--- config.mk ---
export PLATFORM = sky130hd
export DESIGN_NAME = control_sequencer_flat
export DESIGN_NICKNAME = d
export VERILOG_FILES = /design/src/rtl/control_sequencer_if.sv /design/src/rtl/control_sequencer.sv /design/src/flat_wrapper.sv
export SDC_FILE = /design/constraint.sdc
export NUM_CORES = 1
export LEC_CHECK = 0
export ABC_AREA = 1
export CAP_MARGIN = 40
export CORE_MARGIN = 8
export CORE_UTILIZATION = 38
export DETAILED_ROUTE_END_ITERATION = 7
export GPL_TIMING_DRIVEN = 0
export PLACE_DENSITY = 0.87
export RECOVER_POWER = 25
export SLEW_MARGIN = 20
export SYNTH_ARGS = -nofsm -noshare
export SYNTH_HDL_FRONTEND = slang
export SYNTH_SLANG_ARGS = --single-unit
--- constraint.sdc ---
create_clock -name Clock -period 1.72 [get_ports Clock]
set_input_delay 0.43 -clock Clock [delete_from_list [all_inputs] [get_ports Clock]]
set_output_delay 0.43 -clock Clock [all_outputs]
set_load 0.005 [all_outputs]
--- src/rtl/control_sequencer_if.sv ---
// Control-unit boundary between the hardwired sequencer and the bus datapath.
// The sequencer side (master) consumes IR/Mem_ready/Stop and drives every
// per-cycle strobe; the datapath side (slave) is the mirror image.
//
// Handshake: Mem_ready is a ready-only qualifier on the memory read. The
// sequencer holds Read and MDRin high (T1, then T1W) for as long as
// Mem_ready is low, and the read completes in the first cycle where
// Read=1 and Mem_ready=1; there is no separate valid and no timeout.
interface control_sequencer_if #(
    parameter int CNT_W = 16
);
    logic [31:0]      IR;
    logic             Mem_ready;
    logic             Stop;

    logic             PCout;
    logic             Zlowout;
    logic             MDRout;
    logic             MARin;
    logic             Zin;
    logic             PCin;
    logic             MDRin;
    logic             IRin;
    logic             Yin;
    logic             IncPC;
    logic             Read;
    logic             ADD;
    logic             SUB;
    logic             AND;
    logic             OR;
    logic             Gra;
    logic             Grb;
    logic             Grc;
    logic             Rin;
    logic             Rout;
    logic             Run;
    logic [CNT_W-1:0] Instr_count;
    logic [3:0]       dbg_state;

    modport master (
        input  IR, Mem_ready, Stop,
        output PCout, Zlowout, MDRout, MARin, Zin, PCin, MDRin, IRin, Yin,
               IncPC, Read, ADD, SUB, AND, OR, Gra, Grb, Grc, Rin, Rout,
               Run, Instr_count, dbg_state
    );

    modport slave (
        output IR, Mem_ready, Stop,
        input  PCout, Zlowout, MDRout, MARin, Zin, PCin, MDRin, IRin, Yin,
               IncPC, Read, ADD, SUB, AND, OR, Gra, Grb, Grc, Rin, Rout,
               Run, Instr_count, dbg_state
    );
endinterface

--- src/rtl/control_sequencer.sv ---
// Hardwired control sequencer for the bus-based RISC datapath.
// Fetch T0-T2 (with memory-wait state T1W), decode in T3, and execute
// T4-T5 for three-register ALU instructions. A sticky stop request halts
// the machine at the next instruction boundary. Strobes are a pure
// combinational decode of the current state (plus the opcode in T3/T4).
module control_sequencer #(
    parameter int             OPW     = 5,
    parameter logic [OPW-1:0] HALT_OP = 5'b11111,
    parameter int             CNT_W   = 16
) (
    input logic                 Clock,
    input logic                 Reset,
    control_sequencer_if.master bus
);

    typedef enum logic [3:0] {
        S_RST,
        S_T0,
        S_T1,
        S_T1W,
        S_T2,
        S_T3,
        S_T4,
        S_T5,
        S_HALT
    } state_t;

    localparam logic [OPW-1:0] OP_ADD = OPW'(0);
    localparam logic [OPW-1:0] OP_SUB = OPW'(1);
    localparam logic [OPW-1:0] OP_AND = OPW'(2);
    localparam logic [OPW-1:0] OP_OR  = OPW'(3);

    state_t           state_q, state_d;
    logic             stop_q, stop_d;
    logic [CNT_W-1:0] count_q, count_d;

    logic [OPW-1:0]   op;
    logic             is_alu;
    logic             halt_at_boundary;
    logic             unused_ir;

    logic pcout_c, zlowout_c, mdrout_c, marin_c, zin_c, pcin_c, mdrin_c;
    logic irin_c, yin_c, incpc_c, read_c, add_c, sub_c, and_c, or_c;
    logic gra_c, grb_c, grc_c, rin_c, rout_c, run_c;

    // Only the opcode field matters; the register fields are consumed by
    // the datapath's select-and-encode logic, not here.
    assign op        = bus.IR[31 -: OPW];
    assign unused_ir = ^bus.IR[31-OPW:0];
    assign is_alu    = (op == OP_ADD) || (op == OP_SUB) ||
                       (op == OP_AND) || (op == OP_OR);

    // A Stop arriving in the very cycle of the boundary still counts.
    assign halt_at_boundary = stop_q | bus.Stop;

    // State, sticky stop flag and retired-instruction counter.
    always_ff @(posedge Clock) begin
        if (Reset) begin
            state_q <= S_RST;
            stop_q  <= 1'b0;
            count_q <= '0;
        end else begin
            state_q <= state_d;
            stop_q  <= stop_d;
            count_q <= count_d;
        end
    end

    // Next-state, counter update and per-state strobe decode.
    always_comb begin
        state_d   = state_q;
        count_d   = count_q;
        stop_d    = stop_q |
                    (bus.Stop & (state_q != S_RST) & (state_q != S_HALT));
        pcout_c   = 1'b0;
        zlowout_c = 1'b0;
        mdrout_c  = 1'b0;
        marin_c   = 1'b0;
        zin_c     = 1'b0;
        pcin_c    = 1'b0;
        mdrin_c   = 1'b0;
        irin_c    = 1'b0;
        yin_c     = 1'b0;
        incpc_c   = 1'b0;
        read_c    = 1'b0;
        add_c     = 1'b0;
        sub_c     = 1'b0;
        and_c     = 1'b0;
        or_c      = 1'b0;
        gra_c     = 1'b0;
        grb_c     = 1'b0;
        grc_c     = 1'b0;
        rin_c     = 1'b0;
        rout_c    = 1'b0;
        run_c     = 1'b1;

        case (state_q)
            S_RST: begin
                run_c   = 1'b0;
                state_d = S_T0;
            end
            S_T0: begin
                pcout_c = 1'b1;
                marin_c = 1'b1;
                incpc_c = 1'b1;
                zin_c   = 1'b1;
                state_d = S_T1;
            end
            S_T1: begin
                zlowout_c = 1'b1;
                pcin_c    = 1'b1;
                read_c    = 1'b1;
                mdrin_c   = 1'b1;
                state_d   = bus.Mem_ready ? S_T2 : S_T1W;
            end
            S_T1W: begin
                // PC was already reloaded in T1; only keep the read open.
                read_c  = 1'b1;
                mdrin_c = 1'b1;
                state_d = bus.Mem_ready ? S_T2 : S_T1W;
            end
            S_T2: begin
                mdrout_c = 1'b1;
                irin_c   = 1'b1;
                state_d  = S_T3;
            end
            S_T3: begin
                if (is_alu) begin
                    grb_c   = 1'b1;
                    rout_c  = 1'b1;
                    yin_c   = 1'b1;
                    state_d = S_T4;
                end else if (op == HALT_OP) begin
                    count_d = count_q + CNT_W'(1);
                    state_d = S_HALT;
                end else begin
                    count_d = count_q + CNT_W'(1);
                    state_d = halt_at_boundary ? S_HALT : S_T0;
                end
            end
            S_T4: begin
                grc_c  = 1'b1;
                rout_c = 1'b1;
                zin_c  = 1'b1;
                case (op)
                    OP_ADD:  add_c = 1'b1;
                    OP_SUB:  sub_c = 1'b1;
                    OP_AND:  and_c = 1'b1;
                    OP_OR:   or_c  = 1'b1;
                    default: ;
                endcase
                state_d = S_T5;
            end
            S_T5: begin
                zlowout_c = 1'b1;
                gra_c     = 1'b1;
                rin_c     = 1'b1;
                count_d   = count_q + CNT_W'(1);
                state_d   = halt_at_boundary ? S_HALT : S_T0;
            end
            S_HALT: begin
                run_c = 1'b0;
            end
            default: begin
                run_c   = 1'b0;
                state_d = S_RST;
            end
        endcase
    end

    assign bus.PCout       = pcout_c;
    assign bus.Zlowout     = zlowout_c;
    assign bus.MDRout      = mdrout_c;
    assign bus.MARin       = marin_c;
    assign bus.Zin         = zin_c;
    assign bus.PCin        = pcin_c;
    assign bus.MDRin       = mdrin_c;
    assign bus.IRin        = irin_c;
    assign bus.Yin         = yin_c;
    assign bus.IncPC       = incpc_c;
    assign bus.Read        = read_c;
    assign bus.ADD         = add_c;
    assign bus.SUB         = sub_c;
    assign bus.AND         = and_c;
    assign bus.OR          = or_c;
    assign bus.Gra         = gra_c;
    assign bus.Grb         = grb_c;
    assign bus.Grc         = grc_c;
    assign bus.Rin         = rin_c;
    assign bus.Rout        = rout_c;
    assign bus.Run         = run_c;
    assign bus.Instr_count = count_q;
    assign bus.dbg_state   = state_q;

endmodule

--- src/flat_wrapper.sv ---
// flat-port wrapper written by rule: the top's interface ports become plain ports
module control_sequencer_flat 
#(
    parameter int             OPW     = 5,
    parameter logic [OPW-1:0] HALT_OP = 5'b11111,
    parameter int             CNT_W   = 16
)
  (Clock, Reset, bus_IR, bus_Mem_ready, bus_Stop, bus_PCout, bus_Zlowout, bus_MDRout, bus_MARin, bus_Zin, bus_PCin, bus_MDRin, bus_IRin, bus_Yin, bus_IncPC, bus_Read, bus_ADD, bus_SUB, bus_AND, bus_OR, bus_Gra, bus_Grb, bus_Grc, bus_Rin, bus_Rout, bus_Run, bus_Instr_count, bus_dbg_state);
  control_sequencer_if #(.CNT_W(CNT_W)) bus_i ();
  input logic Clock;
  input logic Reset;
  input wire logic [$bits(bus_i.IR)-1:0] bus_IR;
  input wire logic [$bits(bus_i.Mem_ready)-1:0] bus_Mem_ready;
  input wire logic [$bits(bus_i.Stop)-1:0] bus_Stop;
  output wire logic [$bits(bus_i.PCout)-1:0] bus_PCout;
  output wire logic [$bits(bus_i.Zlowout)-1:0] bus_Zlowout;
  output wire logic [$bits(bus_i.MDRout)-1:0] bus_MDRout;
  output wire logic [$bits(bus_i.MARin)-1:0] bus_MARin;
  output wire logic [$bits(bus_i.Zin)-1:0] bus_Zin;
  output wire logic [$bits(bus_i.PCin)-1:0] bus_PCin;
  output wire logic [$bits(bus_i.MDRin)-1:0] bus_MDRin;
  output wire logic [$bits(bus_i.IRin)-1:0] bus_IRin;
  output wire logic [$bits(bus_i.Yin)-1:0] bus_Yin;
  output wire logic [$bits(bus_i.IncPC)-1:0] bus_IncPC;
  output wire logic [$bits(bus_i.Read)-1:0] bus_Read;
  output wire logic [$bits(bus_i.ADD)-1:0] bus_ADD;
  output wire logic [$bits(bus_i.SUB)-1:0] bus_SUB;
  output wire logic [$bits(bus_i.AND)-1:0] bus_AND;
  output wire logic [$bits(bus_i.OR)-1:0] bus_OR;
  output wire logic [$bits(bus_i.Gra)-1:0] bus_Gra;
  output wire logic [$bits(bus_i.Grb)-1:0] bus_Grb;
  output wire logic [$bits(bus_i.Grc)-1:0] bus_Grc;
  output wire logic [$bits(bus_i.Rin)-1:0] bus_Rin;
  output wire logic [$bits(bus_i.Rout)-1:0] bus_Rout;
  output wire logic [$bits(bus_i.Run)-1:0] bus_Run;
  output wire logic [$bits(bus_i.Instr_count)-1:0] bus_Instr_count;
  output wire logic [$bits(bus_i.dbg_state)-1:0] bus_dbg_state;
  assign bus_i.IR = bus_IR;
  assign bus_i.Mem_ready = bus_Mem_ready;
  assign bus_i.Stop = bus_Stop;
  assign bus_PCout = bus_i.PCout;
  assign bus_Zlowout = bus_i.Zlowout;
  assign bus_MDRout = bus_i.MDRout;
  assign bus_MARin = bus_i.MARin;
  assign bus_Zin = bus_i.Zin;
  assign bus_PCin = bus_i.PCin;
  assign bus_MDRin = bus_i.MDRin;
  assign bus_IRin = bus_i.IRin;
  assign bus_Yin = bus_i.Yin;
  assign bus_IncPC = bus_i.IncPC;
  assign bus_Read = bus_i.Read;
  assign bus_ADD = bus_i.ADD;
  assign bus_SUB = bus_i.SUB;
  assign bus_AND = bus_i.AND;
  assign bus_OR = bus_i.OR;
  assign bus_Gra = bus_i.Gra;
  assign bus_Grb = bus_i.Grb;
  assign bus_Grc = bus_i.Grc;
  assign bus_Rin = bus_i.Rin;
  assign bus_Rout = bus_i.Rout;
  assign bus_Run = bus_i.Run;
  assign bus_Instr_count = bus_i.Instr_count;
  assign bus_dbg_state = bus_i.dbg_state;
  control_sequencer #(.OPW(OPW), .HALT_OP(HALT_OP), .CNT_W(CNT_W)) u_core (.Clock(Clock), .Reset(Reset), .bus(bus_i));
endmodule
Word-level counts from Yosys, hierarchy flattened
Cells that the tools add are included.
{"block": "totals", "ff_bits": 21, "output_inout_bits": 41}
{"block": "classes", "add_sub_neg": 1, "n_eq_ne": 14, "n_mux": 27, "bitwise_logic": 4, "reduce_logical": 12}
{"op": "one-hot mux 16 bit (2 select lines)", "n": 1}
{"op": "one-hot mux 4 bit (8 select lines)", "n": 1}
{"op": "two-way mux 1 bit", "n": 19}
{"op": "adder 16 x 1 -> 16 bit (second input constant)", "n": 1}
{"op": "== test 4 x 3 -> 1 bit (second input constant)", "n": 4}
{"op": "two-way mux 16 bit", "n": 1}
{"op": "two-way mux 4 bit", "n": 3}
{"op": "== test 5 x 2 -> 1 bit (second input constant)", "n": 2}
{"op": "== test 4 x 2 -> 1 bit (second input constant)", "n": 2}
{"op": "OR reduction 7 bit", "n": 1}
{"op": "OR reduction 2 bit", "n": 3}
{"op": "== test 5 x 1 -> 1 bit (second input constant)", "n": 1}
{"op": "== test 5 bit (second input constant)", "n": 1}
{"op": "logical NOT 5 bit", "n": 1}
{"op": "== test 4 x 1 -> 1 bit (second input constant)", "n": 1}
{"op": "== test 4 bit (second input constant)", "n": 1}
{"op": "logical NOT 4 bit", "n": 1}
{"op": "inequality test 4 bit (second input constant)", "n": 1}
{"op": "nonzero test 4 bit", "n": 1}
{"op": "logical OR 1 bit", "n": 3}
{"op": "two-way mux 3 bit", "n": 1}
{"op": "bitwise AND 1 bit", "n": 2}
{"op": "inequality test 2 bit (second input constant)", "n": 1}
{"op": "OR 1 bit", "n": 2}
{"op": "other kinds (3)", "n": 3}

Longest topological paths before layout
Gate-level depths: netlist of the first run.
{"block": "depth", "depth_word": 6, "mapped_depth": 9, "mapped_depth_nobuf": 9}

Worst setup path before layout of the first run
Ideal clock, no wire load.
{"block": "synth_path", "path_type": "reg-to-output", "start": "register u_core.state_q[2] (netlist: u_core.bus.dbg_state[2])", "end": "output bus_ADD", "arrival_time_ns": 1.033, "t_required_ns": 1.290, "path_slack_ns": 0.257, "stages_incl_launch_ff": 7, "path_buffers": 0, "cell_sequence": "dfxtp_1 > inv_2 > nor2_4 > nand3_1 > inv_1 > nand3b_1 > nor3_1"}
{"block": "synth_via", "elab_chain_len": 2}
{"item": "start, declared", "line": "control_sequencer.sv:33", "text": "state_t state_q, state_d;"}
{"item": "start signal, assigned", "line": "control_sequencer.sv:63", "text": "state_q <= state_d;"}
{"item": "== test 4 x 3 -> 1 bit", "line": "control_sequencer.sv:97", "text": "case (state_q)"}
{"item": "two-way mux 1 bit", "line": "control_sequencer.sv:97"}
{"item": "end, declared", "line": "flat_wrapper.sv:26", "text": "output wire logic [$bits(bus_i.ADD)-1:0] bus_ADD;"}
Every way passes these cells.

Final worst setup path of the first run
{"block": "layout_path", "start": "register u_core.state_q[2] (netlist: u_core.bus.dbg_state[2])", "end": "output bus_Rout"}
{"block": "layout_via", "elab_chain_len": 2}
{"item": "== test 4 x 3 -> 1 bit", "line": "control_sequencer.sv:97"}
{"item": "one-hot mux 1 bit (2 select lines) (*)", "line": "control_sequencer.sv:97"}
{"item": "end, declared", "line": "flat_wrapper.sv:34", "text": "output wire logic [$bits(bus_i.Rout)-1:0] bus_Rout;"}
Every way passes the cells marked *; elsewhere a longest branch is shown, timed or not.

==> key figures, run 1 <==
Timing
  • RSZ-0062 raised after global routing: yes
  • Fmax: between 400 and 500 MHz
  • Final Hold Viols: 0
  • Worst slew pin tran: 0.593 ns
  • Final clock period utilization by the worst path: 117%
  • Clk_skew: between 0.015 and 0.02 ns
  • Total negative setup slack: -3.29 ns
  • Max-slew violations: 0
  • Final worst slack: -0.285 ns
  • Tmin final: between 2 and 2.5 ns
  • Final setup fails: 21
  • Relative slew slack: between 60% and 70%

Cells and area
  • Fin nets: approximately 350
  • Final instance area: 2490 µm²
  • Diode count: 0
  • Area delta synth->final: 85.2%
  • Util after Layout: between 70% and 80%
  • Cell Count, Final, Fillers Out: about 360
  • Layout cells sized above 1: between 40 and 50%

Setup path
  • Setup crit start kind: flop
  • Crit Path Category: reg -> out
  • Worst EP arrival: between 1.5 and 2 ns
  • Setup crit end kind: output pin
  • CP Max Fanout: 3
  • Crit path required time: approximately 1.3 ns

Min path
  • HP Class: reg -> reg

Outcome
  • Status: complete, but fails checks
  • Failing checks: setup timing

Synth
  • Mean Syn Cell Area: 6.15 µm²
  • Ys Warns: 0
  • Top cells by count, synth: 65 x nand2_1, 30 x inv_1, 30 x nor2_1, 21 x dfxtp_1, 13 x a21oi_1
  • FF+latch count, synth: 21
  • Yosys top cell by area: dfxtp_1
  • Count leader, synth: nand2_1
  • Ys async rst share: 0%
  • Count of cell types in the netlist: 26
  • Post-synth top flop: dfxtp_1
  • Seq/Total Area, Yosys: a little under a third
  • Synth area leaders: dfxtp_1 31%, nand2_1 18%, inv_1 8.4%, nor2_1 8.4%, a21oi_1 4.8%
  • Syn_nets: between 200 and 300
  • Number of synthesized flops with an enable pin: 0
  • Syn Inst Count: ~220
  • Top-area cell type share of the netlist area: between 30 and 40%
  • Area of the mapped netlist: about 1300 µm²

Detailed routing
  • Antenna Nets Post-Route: 0
  • Total Wirelength: 6.29 mm
  • DR vias/cell: 5.32
  • Avg WL per Cell: approximately 18 µm
  • Vias: between 1.5k and 2k
  • Initial DRC Count: 140
  • Drt first pass iters: 4
  • DRC errors left: 0

Job
  • Max-Cap Viols: 0

Global route
  • GRT overflow: 0
  • Total track usage: around 19%
  • Vias in the first global route: 1822
  • First-pass GRT wire length: between 8 and 9 mm
  • Largest net degree at the start of global routing: 14
  • Initial antenna violation count: 0

Power
  • P per Cell Area: roughly 660 nW/µm²
  • Max rail drop VDD: between 300 and 400 µV
  • Total power: approximately 1.6 mW
  • Lkg Pwr: 1.03 nW

Die
  • Die area: 5700 µm²
  • I/O Pins: 77
  • Number of core rows: 21
  • Die height: 75.5 µm
  • Initial core utilization: ~40%
  • Core area: roughly 3400 µm²
  • Die X-Extent: approximately 76 µm

Place
  • Buffers on Ports: a little under 50
  • HPWL after DPL: 2.97 mm
  • GP Congestion: approximately 0.88
  • Placed Area: roughly 1900 µm²
  • Placed insts: between 300 and 400

Clock tree
  • Reg clk slew, reported paths: around 0.15 ns
  • Clk_lat worst skew: around 0.32 ns
  • CTS buffer count: 3
  • Root Driver: clkbuf_4
  • CTS max path bufs: 2
  • H-tree depth: 1
  • Post-CTS Hold Buffers: 0
  • CTS tree: yes
  • Clock tree sinks: 21
-- layout make-up --
cell class	instances	area [µm²]
multi-input cells	157	903
fillers	252	870
repair buffers	92	843
flip-flops and latches	21	454
inverters	33	149
well taps	46	57.6
plain buffers	6	56.3
clock buffers	3	22.5
clock inverters	1	7.51
-- per-layer routing --
metal / part of all wire [%] / track usage, % / up-vias / wire length (µm)
li1: - / - / 878 / -
met1: 38 / 19.8 / 895 / 2380
met2: 51 / 34.6 / 111 / 3180
met3: 7.8 / 4.21 / 27 / 489
met4: 3.9 / 11.9 / 0 / 248
met5: 0 / 0 / - / 0
-- cells by family (layout without fill, tap and decap cells) --
group	Yosys count	after routing	share of synthesized area (%)
AND/OR/NAND/NOR	122	122	38.6
buffers and inverters	41	135	13.9
AO/OA/AOI/OAI	31	31	13.4
flip-flops	21	21	31.2
XOR/XNOR	3	3	1.95
adder cells (fa/ha/maj)	1	1	0.929
-- worst max-delay path, cell delays in order (launching register included) --
cell and delay, ns:
dfxtp_2 0.39, inv_4 0.06, nor2_4 0.13, buf_4 0.14
buf_6 0.10, nand3_4 0.07, nor2_4 0.13, inv_2 0.07
nand2_4 0.06, buf_6 0.09
-- layout by cell type (no fill, tap or decap), types with 8 or more instances in the layout --
cell type	netlist	routed
inv_1	30	23
buf_2	0	8
clkdlybuf4s50_1	0	21
a21oi_1	13	12
nand2_1	65	61
dfxtp_2	0	15
nor2_1	30	22
buf_6	0	28
buf_4	6	29
-- stage by stage --
stage | hold slack [ns] | setup slack [ns]
2_1_floorplan | 0.480 | 0.257
3_3_place_gp | 0.493 | -0.706
3_5_place_dp | 0.500 | -0.758
4_1_cts | 0.494 | -0.199
5_1_grt | 0.525 | -0.333
6_report | 0.510 | -0.285
-- worst paths after layout --
| path | endpoint | start | slack (ns) | cells after the start |
|---|---|---|---|---|
| worst max-delay path | bus_Rout | u_core.bus.dbg_state[2] | -0.28 | 9 |
| worst min register to register | u_core.bus.Instr_count[13] | u_core.bus.Instr_count[13] | 0.51 | 2 |
| worst max register to register | u_core.bus.Instr_count[3] | u_core.bus.dbg_state[2] | 0.02 | 11 |
| worst min-delay path | u_core.bus.Instr_count[13] | u_core.bus.Instr_count[13] | 0.51 | 2 |
-- where the power goes --
part	switching, mW	total, mW	internal [mW]
registers	0.0389	0.549	0.510
clock network	0.182	0.271	0.0887
logic	0.378	0.820	0.442
-- sequential cells by signal, summed over array words and instances (netlist names) --
register and cells:
u_core.bus.Instr_count 16, u_core.stop_q 1, u_core.bus.dbg_state 4
-- what timing repair did --
item | in CTS | in global routing
setup endpoints to repair | 29 | 47
pin swaps | 12 | 16
buffers inserted | 30 | 16
resized for setup | 135 | 62
No activity file was read; power rests on OpenSTA's default activity.
==> run 2: changes to the inputs <==
--- a/config.mk
+++ b/config.mk
@@ -11,6 +11,7 @@
 export CORE_UTILIZATION = 38
 export DETAILED_ROUTE_END_ITERATION = 7
 export GPL_TIMING_DRIVEN = 0
+export MAX_ROUTING_LAYER = met4
 export PLACE_DENSITY = 0.87
 export RECOVER_POWER = 25
 export SLEW_MARGIN = 20
==> run 2 against run 1 <==
The run still ends with setup timing left. Largest power group unchanged. Maximum frequency grew 2.3%. Critical path depth is 2 lower. Die area unchanged. Routed wire length decreased by 0.30%. Critical endpoint is now bus_ADD. Hold slack about the same. Register-to-register slack got worse by 0.04 ns. Via count grew 1.8%. Clock-buffer cell count stayed put. Non-clock buffer count decreased by 2.
==> key figures, run 2 (synthesis gave the netlist of run 1 again) <==
Outcome
  • Status: complete, but fails checks
  • Failing checks: setup timing

Setup path
  • Setup crit start kind: flop
  • R2R setup slack: -0.02 ns
  • Worst EP arrival: 1.53 ns
  • Crit Path Category: reg -> out
  • CP Max Fanout: 3
  • Crit path required time: 1.29 ns
  • Setup crit end kind: output pin

Job
  • Max-Cap Viols: 0

Place
  • Place WS: -0.770 ns
  • Placed insts: about 310
  • HPWL after DPL: around 3.1 mm
  • GP Congestion: 0.909
  • Buffers on Ports: 49

Timing
  • Final Hold Viols: 0
  • Clk_skew: 0.0117 ns
  • Max-slew violations: 0
  • Final clock period utilization by the worst path: 114%
  • Worst slew pin tran: roughly 0.6 ns
  • Final setup fails: 20
  • RSZ-0062 raised after global routing: yes
  • Tmin final: between 1.5 and 2 ns
  • Fmax: ~500 MHz
  • Relative slew slack: between 50% and 60%
  • Final worst slack: -0.239 ns
  • Hold slack: 0.509 ns

Clock tree
  • Reg clk slew, reported paths: 0.14 ns
  • Clock tree sinks: 21
  • H-tree depth: 1
  • CTS tree: yes
  • Root Driver: clkbuf_4
  • CTS buffer count: 3
  • Clk_lat worst skew: approximately 0.32 ns
  • CTS max path bufs: 2

Detailed routing
  • Antenna Nets Post-Route: 0
  • DR vias/cell: around 5.4
  • Initial DRC Count: ~180
  • Total Wirelength: approximately 6.3 mm
  • Vias: 1945
  • Drt first pass iters: 5
  • Avg WL per Cell: between 15 and 20 µm
  • DRC errors left: 0

Cells and area
  • Area of the multi-input gates: about 870 µm²
  • Area delta synth->final: 79.0%
  • Most frequent cells in the layout: 60 x nand2_1, 29 x buf_4, 22 x inv_1, 22 x nor2_1, 22 x buf_6
  • Max reg flops: 16
  • Util after Layout: around 72%
  • Cell Count, Final, Fillers Out: around 360
  • FF+latch area: about 450 µm²
  • Diode count: 0
  • Fillers: roughly 260
  • Fin nets: approximately 350
  • Most common cell after layout, fill and taps aside: nand2_1
  • Layout cells sized above 1: between 40% and 50%

Global route
  • First-pass GRT wire length: about 8.9 mm
  • GRT overflow: 0
  • Vias in the first global route: ~1.8k
  • Initial antenna violation count: 0
  • Total track usage: a little over a fifth
  • Largest net degree at the start of global routing: 14

Power
  • P per Cell Area: around 650 nW/µm²
  • Max rail drop VDD: between 500 and 600 µV
  • Lkg Pwr: roughly 1.0 nW

Min path
  • HP Class: reg -> reg

Die
  • Die height: 75.5 µm
  • Initial core utilization: roughly 40%
  • Number of core rows: 21
  • Die area: approximately 5700 µm²
  • Die X-Extent: roughly 76 µm
  • I/O Pins: a little under 80
  • Core area: 3360 µm²
-- run 2: changes by cell type in the layout (fill, tap and decap cells not counted), sizes merged --
cell           delta
buf               -2
clkbuf            +1
inv               +1
dlygate4sd2       +1
clkinv            -1
clkdlybuf4s15     -2
-- run 2: metal layers --
layer / up-vias / share of wire, % / global-route usage, % / routed length, µm
met5: - / 0 / - / 0
li1: 879 / - / - / -
met2: 136 / 48 / 35.2 / 3010
met3: 44 / 8.1 / 3.03 / 507
met1: 886 / 37 / 23.0 / 2310
met4: 0 / 7.0 / 12.4 / 442
-- run 2: per-stage QoR --
stage	power, mW	instance area, µm²	setup TNS, ns
finish	1.56	2410	-2.69
global route	1.60	2410	-3.85
detailed placement	0.904	1890	-7.91
global placement	0.898	1890	-6.42
CTS	1.38	2280	-1.79
floorplan	0.702	1350	0
-- run 2: layout make-up --
cell class                 count  share of cell area [%]
buffer                         7                    2.80
clock buffer                   3                   0.935
clock inverter                 1                   0.312
inverter                      33                    5.87
multi-input combinational    157                    36.2
sequential                    21                    18.6
tap                           46                    2.39
timing repair buffer          89                    32.9
-- run 2: what timing repair did --
item,in CTS,in global routing
endpoints found under the setup margin,33,35
gates resized for setup,158,24
pin swaps,14,15
hold buffers,0,0
endpoints found under the hold margin,0,0
setup buffers,28,16
-- run 2: critical path: stages, from the launching register on --
cell and delay [ns]:
dfxtp_2 0.39, inv_4 0.06, nor2_4 0.17, nand3_4 0.12, inv_4 0.08, nand3b_1 0.13
nor3_2 0.13, buf_2 0.14
-- run 2: worst paths after layout --
kind              cells after the start                 startpoint                   endpoint
setup / recovery                      7    u_core.bus.dbg_state[2]                    bus_ADD
hold / removal                        2  u_core.bus.Instr_count[7]  u_core.bus.Instr_count[7]
setup reg to reg                     10    u_core.bus.dbg_state[2]  u_core.bus.Instr_count[1]
hold reg to reg                       2  u_core.bus.Instr_count[7]  u_core.bus.Instr_count[7]
-- run 2: report_power, final --
group | switching [mW] | total [mW] | internal (mW)
Clock | 0.173 | 0.262 | 0.0890
Sequential | 0.0338 | 0.544 | 0.510
Combinational | 0.346 | 0.751 | 0.405
==> run 3: changes to the inputs <==
--- a/config.mk
+++ b/config.mk
@@ -6,7 +6,7 @@
 export NUM_CORES = 1
 export LEC_CHECK = 0
 export ABC_AREA = 1
-export CAP_MARGIN = 40
+export CAP_MARGIN = 10
 export CORE_MARGIN = 8
 export CORE_UTILIZATION = 38
 export DETAILED_ROUTE_END_ITERATION = 7
@@ -14,7 +14,7 @@
 export MAX_ROUTING_LAYER = met4
 export PLACE_DENSITY = 0.87
 export RECOVER_POWER = 25
-export SLEW_MARGIN = 20
+export SLEW_MARGIN = 40
 export SYNTH_ARGS = -nofsm -noshare
 export SYNTH_HDL_FRONTEND = slang
 export SYNTH_SLANG_ARGS = --single-unit
==> results of run 3 <==
Same layout as run 2: the final DEF is identical, and so are final timing and power.
